File: config.mk
export PLATFORM = sky130hd
export DESIGN_NAME = exe_stage_md
export DESIGN_NICKNAME = d
export VERILOG_FILES = /design/src/rtl/exe_pkg.sv /design/src/rtl/alu_param.sv /design/src/rtl/exe_stage_md.sv
export SDC_FILE = /design/constraint.sdc
export NUM_CORES = 1
export LEC_CHECK = 0
export CAP_MARGIN = 25
export CORE_MARGIN = 1
export CORE_UTILIZATION = 40
export CTS_CLUSTER_DIAMETER = 150
export DETAILED_ROUTE_END_ITERATION = 10
export DONT_BUFFER_PORTS = 1
export HOLD_SLACK_MARGIN = 0.05
export PLACE_DENSITY = 0.64
export SLEW_MARGIN = 15
export SYNTH_ARGS = -nofsm -noshare
export SYNTH_HDL_FRONTEND = slang
export SYNTH_HIERARCHICAL = 1
export SYNTH_SLANG_ARGS = --single-unit
File: constraint.sdc
create_clock -name clk -period 8.9 [get_ports clk]
set_input_delay 0.445 -clock clk [delete_from_list [all_inputs] [get_ports clk]]
set_output_delay 0.445 -clock clk [all_outputs]
set_load 0.05 [all_outputs]
File: src/rtl/exe_pkg.sv
// Shared encodings for the execute stage: opcodes, operand selects and FSM/op-kind types.
package exe_pkg;

    localparam logic [3:0] OP_ADD  = 4'b0000;
    localparam logic [3:0] OP_SUB  = 4'b0010;
    localparam logic [3:0] OP_AND  = 4'b0100;
    localparam logic [3:0] OP_OR   = 4'b0101;
    localparam logic [3:0] OP_NOR  = 4'b0110;
    localparam logic [3:0] OP_XOR  = 4'b0111;
    localparam logic [3:0] OP_SLL  = 4'b1000;
    localparam logic [3:0] OP_SRA  = 4'b1001;
    localparam logic [3:0] OP_SRL  = 4'b1010;
    localparam logic [3:0] OP_MUL  = 4'b1100;
    localparam logic [3:0] OP_DIVU = 4'b1101;
    localparam logic [3:0] OP_REMU = 4'b1110;

    localparam logic [1:0] SEL_VAL  = 2'd0;
    localparam logic [1:0] SEL_MEM  = 2'd1;
    localparam logic [1:0] SEL_WB   = 2'd2;
    localparam logic [1:0] SEL_ZERO = 2'd3;

    typedef enum logic {
        ST_IDLE = 1'b0,
        ST_RUN  = 1'b1
    } state_t;

    typedef enum logic [1:0] {
        MD_MUL  = 2'd0,
        MD_DIVU = 2'd1,
        MD_REMU = 2'd2
    } md_op_t;

endpackage

File: src/rtl/alu_param.sv
// Combinational single-cycle ALU; unknown opcodes (including the iterative ones) yield zero.
module alu_param
    import exe_pkg::*;
#(
    parameter int WIDTH = 32,
    parameter int CMD_W = 4
) (
    input  logic [CMD_W-1:0] i_cmd,
    input  logic [WIDTH-1:0] i_a,
    input  logic [WIDTH-1:0] i_b,
    output logic [WIDTH-1:0] o_y
);
    localparam int SH_W = $clog2(WIDTH);

    logic [SH_W-1:0]         w_sh;
    logic signed [WIDTH-1:0] w_a_s;

    assign w_sh  = i_b[SH_W-1:0];
    assign w_a_s = $signed(i_a);

    always_comb begin
        o_y = '0;
        case (i_cmd)
            CMD_W'(OP_ADD): o_y = i_a + i_b;
            CMD_W'(OP_SUB): o_y = i_a - i_b;
            CMD_W'(OP_AND): o_y = i_a & i_b;
            CMD_W'(OP_OR):  o_y = i_a | i_b;
            CMD_W'(OP_NOR): o_y = ~(i_a | i_b);
            CMD_W'(OP_XOR): o_y = i_a ^ i_b;
            CMD_W'(OP_SLL): o_y = i_a << w_sh;
            CMD_W'(OP_SRA): o_y = $unsigned(w_a_s >>> w_sh);
            CMD_W'(OP_SRL): o_y = i_a >> w_sh;
            default:        o_y = '0;
        endcase
    end

endmodule

File: src/rtl/exe_stage_md.sv
// Execute stage with forwarding muxes, 1-cycle ALU ops and WIDTH-cycle iterative MUL/DIVU/REMU.
module exe_stage_md
    import exe_pkg::*;
#(
    parameter int WIDTH = 32,
    parameter int CMD_W = 4
) (
    input  logic             clk,
    input  logic             rst,
    input  logic             valid_in,
    input  logic [CMD_W-1:0] exe_cmd,
    input  logic [WIDTH-1:0] val1,
    input  logic [WIDTH-1:0] val2,
    input  logic [WIDTH-1:0] mem_alu_result,
    input  logic [WIDTH-1:0] wb_result,
    input  logic [1:0]       src1_sel,
    input  logic [1:0]       src2_sel,
    output logic             busy,
    output logic [WIDTH-1:0] result,
    output logic             result_valid
);
    localparam int              CNT_W     = $clog2(WIDTH) + 1;
    localparam logic [CNT_W-1:0] LAST_ITER = CNT_W'(WIDTH - 1);

    state_t           r_state;
    md_op_t           r_md_op;
    logic [CNT_W-1:0] r_cnt;
    logic [WIDTH-1:0] r_result;
    logic             r_result_valid;
    // r_a: multiplicand / dividend-quotient shifter; r_b: multiplier / divisor; r_acc: product / remainder
    logic [WIDTH-1:0] r_a;
    logic [WIDTH-1:0] r_b;
    logic [WIDTH-1:0] r_acc;

    logic [WIDTH-1:0] w_op1;
    logic [WIDTH-1:0] w_op2;
    logic [WIDTH-1:0] w_alu_y;
    logic             w_is_md;
    md_op_t           w_md_op;
    logic             w_accept_md;
    logic             w_last;
    logic [WIDTH-1:0] w_mul_acc;
    logic [WIDTH:0]   w_div_shift;
    logic [WIDTH:0]   w_div_diff;
    logic             w_div_ge;
    logic [WIDTH-1:0] w_div_rem;
    logic [WIDTH-1:0] w_div_quo;
    logic [WIDTH-1:0] w_md_res;

    always_comb begin
        case (src1_sel)
            SEL_VAL: w_op1 = val1;
            SEL_MEM: w_op1 = mem_alu_result;
            SEL_WB:  w_op1 = wb_result;
            default: w_op1 = '0;
        endcase
        case (src2_sel)
            SEL_VAL: w_op2 = val2;
            SEL_MEM: w_op2 = mem_alu_result;
            SEL_WB:  w_op2 = wb_result;
            default: w_op2 = '0;
        endcase
    end

    always_comb begin
        w_is_md = 1'b1;
        w_md_op = MD_MUL;
        if (exe_cmd == CMD_W'(OP_MUL)) begin
            w_md_op = MD_MUL;
        end else if (exe_cmd == CMD_W'(OP_DIVU)) begin
            w_md_op = MD_DIVU;
        end else if (exe_cmd == CMD_W'(OP_REMU)) begin
            w_md_op = MD_REMU;
        end else begin
            w_is_md = 1'b0;
        end
    end

    alu_param #(
        .WIDTH (WIDTH),
        .CMD_W (CMD_W)
    ) u_alu (
        .i_cmd (exe_cmd),
        .i_a   (w_op1),
        .i_b   (w_op2),
        .o_y   (w_alu_y)
    );

    assign w_accept_md = (r_state == ST_IDLE) && valid_in && w_is_md;
    assign w_last      = (r_cnt == LAST_ITER);

    // One shift-add step and one restoring-divide step; a zero divisor naturally gives all-ones / dividend
    assign w_mul_acc   = r_acc + (r_b[0] ? r_a : '0);
    assign w_div_shift = {r_acc, r_a[WIDTH-1]};
    assign w_div_diff  = w_div_shift - {1'b0, r_b};
    assign w_div_ge    = ~w_div_diff[WIDTH];
    assign w_div_rem   = w_div_ge ? w_div_diff[WIDTH-1:0] : w_div_shift[WIDTH-1:0];
    assign w_div_quo   = {r_a[WIDTH-2:0], w_div_ge};

    always_comb begin
        case (r_md_op)
            MD_MUL:  w_md_res = w_mul_acc;
            MD_DIVU: w_md_res = w_div_quo;
            default: w_md_res = w_div_rem;
        endcase
    end

    always_ff @(posedge clk or posedge rst) begin
        if (rst) begin
            r_state        <= ST_IDLE;
            r_md_op        <= MD_MUL;
            r_cnt          <= '0;
            r_result       <= '0;
            r_result_valid <= 1'b0;
        end else begin
            r_result_valid <= 1'b0;
            case (r_state)
                ST_IDLE: begin
                    if (valid_in) begin
                        if (w_is_md) begin
                            r_state <= ST_RUN;
                            r_md_op <= w_md_op;
                            r_cnt   <= '0;
                        end else begin
                            r_result       <= w_alu_y;
                            r_result_valid <= 1'b1;
                        end
                    end
                end
                ST_RUN: begin
                    if (w_last) begin
                        r_state        <= ST_IDLE;
                        r_cnt          <= '0;
                        r_result       <= w_md_res;
                        r_result_valid <= 1'b1;
                    end else begin
                        r_cnt <= r_cnt + 1'b1;
                    end
                end
                default: r_state <= ST_IDLE;
            endcase
        end
    end

    // Iteration datapath: no reset needed, always loaded at accept before use
    always_ff @(posedge clk) begin
        if (w_accept_md) begin
            r_a   <= w_op1;
            r_b   <= w_op2;
            r_acc <= '0;
        end else if (r_state == ST_RUN) begin
            if (r_md_op == MD_MUL) begin
                r_acc <= w_mul_acc;
                r_a   <= r_a << 1;
                r_b   <= r_b >> 1;
            end else begin
                r_acc <= w_div_rem;
                r_a   <= w_div_quo;
            end
        end
    end

    assign busy         = (r_state == ST_RUN);
    assign result       = r_result;
    assign result_valid = r_result_valid;

endmodule

==> results_dict.tcl <==
set metrics [dict create \
    status "finished, final reports clean" \
    die_area_sq_mm 0.0522 \
    syn-cell-area_sq_mm 0.0205 \
    internal_power_mw 2.98 \
    finalSetupViolations 0 \
    dp_hpwl_mm 76.4 \
    tritoncts "yes" \
    rows 82 \
    netlist_instances 2825 \
    wire_per_inst_um 28.7 \
    ys_ff_latch 138 \
    areaGrowthSynthToFinish_pct 6.69 \
    ys_seq_area_share_pct 17.6 \
    hold_class "in -> reg" \
    cp.arrival_ns 6.53 \
    clk_path_buf_depth 2 \
    cts_buffers 17 \
    synth_cell_types 100 \
    vias 22547 \
    rsz0062_at_grt "false" \
    nFillCells 5261 \
    skew_ns 0.0119 \
    cts.sinks 138 \
    placedCellCount 3384 \
    cts-htree-levels 4 \
    setup.worst_path.end_class "flip-flop" \
    cp_max_fo 56 \
    globalplace.congestion 1.07 \
    track_usage_pct 36.6 \
    pre_cts_ws_ns 2.39 \
    ys_async_sr_fraction_pct 30.4 \
    synth_ff_type "edfxtp_1" \
    drt-total-wl_mm 98.2 \
    synth_fp_nets 3129 \
    core_area_sq_mm 0.0504 \
    slew-limit-headroom_pct 22.5 \
    ys_top_cells_by_area "ha_1 (9.9%), edfxtp_1 (9.4%), mux2i_1 (7.5%), a21oi_1 (6.9%), nand2_1 (6.7%)" \
    finalSetupTns_ns 0 \
    fmax_mhz 162 \
    slew_viol_final 0 \
    grt_max_degree 105 \
    layout.cells.non_filler 3421 \
    synth_top_area_cell "ha_1" \
    p_leak_nw 9.29 \
    synth_edf_count 64 \
    clkTransAtPathRegs_ns 0.06 \
    die-width_um 229 \
    via_per_inst 6.59 \
    grt_pass1_wl_mm 142 \
    finalHoldViolations 0 \
    nNetsFinal 3040 \
    p_clk_share_pct 10.6 \
    r2r_slack_ns 4.43 \
    startpoint_type "input port" \
    grt.overflow.total 0 \
    fin_ws_ns 2.71 \
    power_density_mw_per_mm2 308 \
    drive_above_1_share_pct 8.55 \
    dr.pass1.iters 9 \
    max-vdd-ir-drop_mv 0.145 \
    period_needed_ns 6.19 \
    tightest_slew_ns 1.16 \
    drtAntennaViolNets 0 \
    die_h_um 229 \
    synth.top_cell.area_share_pct 9.87 \
    grt_pass1_vias 21209 \
    switchingPower_mw 3.76 \
    max_cap_viol_count 0 \
    syn_avg_cell_area_sq_um 7.27 \
    ios 173 \
    initial_utilization_pct 40.8 \
    drtIter0Drc 2494 \
    p_comb_share_pct 66.7 \
    post-route-period-util_pct 69.6 \
    p_seq_share_pct 22.8 \
    io_buffers 0 \
    drc 0 \
    worst_skew_pair.late_latency_ns 0.46 \
    antenna_found_initial 4 \
    antenna_cells 0 \
    yosysWarnings 6 \
    cp_data_required_time_ns 9.23 \
    critPathKind "in -> reg" \
    power.share.switching_pct 55.8 \
    cts_resized 0 \
    cts-root-buf "clkbuf_16" \
]
==> power groups by stage <==
stage | combinational (mW) | clock (mW) | sequential [mW]
after floorplan | 3.21 | 0 | 1.33
after global placement | 4.27 | 0 | 1.53
after detailed placement | 4.31 | 0 | 1.54
after CTS | 4.35 | 0.721 | 1.52
after global routing | 4.83 | 0.744 | 1.54
final | 4.49 | 0.715 | 1.53
==> worst max-delay path: stages <==
cell	delay, ns
nor2b_2	0.78
nand2_1	0.22
o21ai_4	0.42
buf_4	0.71
nor4_1	0.09
and4_1	0.34
nand2_1	0.16
nor2_1	0.05
a41oi_1	0.30
xnor2_1	0.10
ha_1	0.46
nand3_1	0.17
nor3_1	0.36
a32o_1	0.23
a21oi_1	0.07
a211o_1	0.37
a21oi_1	0.17
o211ai_1	0.12
nor2b_1	0.19
a41o_1	0.23
a311o_1	0.32
o22a_1	0.17
==> final timing paths <==
check / endpoint / from / depth (start not counted)
min: r_md_op[1] / exe_cmd[0] / 1
max in group asynchronous: busy / rst / 3
max: result[28] / src2_sel[0] / 22
max reg2reg: r_acc[24] / r_a[31] / 14
min in group asynchronous: result_valid / rst / 2
min reg2reg: r_cnt[5] / r_cnt[5] / 1
==> cells by family after synthesis <==
kind of cell	share of synthesized area, %
xor gates and xnor gates	4.72
muxes	12.0
and+or+nand+nor	20.5
adders and majority gates	10.2
AOI/OAI and AO/OA	28.6
buffers and inverters	6.42
DFF	17.6
==> per-layer routing <==
layer / up-vias / routed length, um / track usage [%]
li1: 10124 / - / -
met1: 10749 / 39700 / 47.1
met2: 1411 / 42500 / 56.8
met3: 257 / 9750 / 7.17
met4: 6 / 6250 / 21.0
met5: - / 41 / 0
==> area by class of cell <==
| type | count | area, sq um | share of cell area (%) |
|---|---|---|---|
| Inverter | 127 | 477 | 2.18 |
| Sequential cell | 138 | 3620 | 16.5 |
| Tap cell | 672 | 841 | 3.84 |
| Multi-Input combinational cell | 2360 | 15700 | 71.6 |
| Clock inverter | 14 | 148 | 0.674 |
| Timing Repair Buffer | 92 | 701 | 3.20 |
| Clock buffer | 18 | 429 | 1.96 |
==> flip-flops by register name, summed over array words and instances (netlist names) <==
name,flops
result,32
busy,1
r_b,32
r_md_op,2
result_valid,1
r_cnt,6
r_a,32
r_acc,32
==> metrics by stage <==
stage / hold slack (ns) / utilization [%] / power (mW) / instance area (sq um)
after CTS: 0.0959 / 43.4 / 6.59 / 21900
after global routing: 0.0980 / 43.5 / 7.12 / 21900
after detailed placement: 0.177 / 42.2 / 5.85 / 21300
after floorplan: 0.436 / - / 4.54 / 20500
final: 0.115 / 43.5 / 6.74 / 21900
after global placement: 0.176 / 42.2 / 5.81 / 21300
==> cell usage after synthesis, drive strengths merged (8+ instances only) <==
master and number:
a211o 13, a211oi 71, a21o 48, a21oi 289
a221oi 16, a31oi 41, and2 43, and3 45
buf 55, clkbuf 145, dfrtp 42, dfxtp 32
edfxtp 64, ha 162, inv 127, mux2 47
mux2i 153, mux4 18, nand2 366, nand2b 21
nand3 60, nand4 18, nor2 263, nor2b 14
nor3 40, nor4 12, o211ai 32, o21a 15
o21ai 261, o221ai 14, o22ai 28, o31ai 24
or2 8, or3 20, xnor2 64, xor2 42
==> timing repair <==
action | 4_1_cts | 5_1_grt
buffers inserted | 0 | 0
setup endpoints to repair | 0 | 0
endpoints found under the hold margin | 1 | 0
hold buffers | 1 | 0
==> placed cells by master, fill, tap and decap left out, types with 16 or more instances in the layout <==
cell / instances
nor2_1: 259
a21oi_1: 285
nand3_1: 59
o211ai_1: 30
nor3_1: 37
a221oi_1: 16
and2_1: 43
a211oi_1: 70
mux4_2: 18
buf_4: 85
mux2_2: 47
or3_1: 20
nand2b_1: 21
a31oi_1: 40
nand4_1: 17
o22ai_1: 28
and3_1: 45
o21ai_1: 19
o31ai_1: 24
o21ai_0: 236
dfxtp_1: 32
inv_1: 126
nand2_1: 364
ha_1: 162
xor2_1: 42
mux2i_1: 153
dfrtp_1: 40
xnor2_1: 63
edfxtp_1: 64
clkbuf_16: 17
a21o_1: 48
No activity file was read; power rests on OpenSTA's default activity.
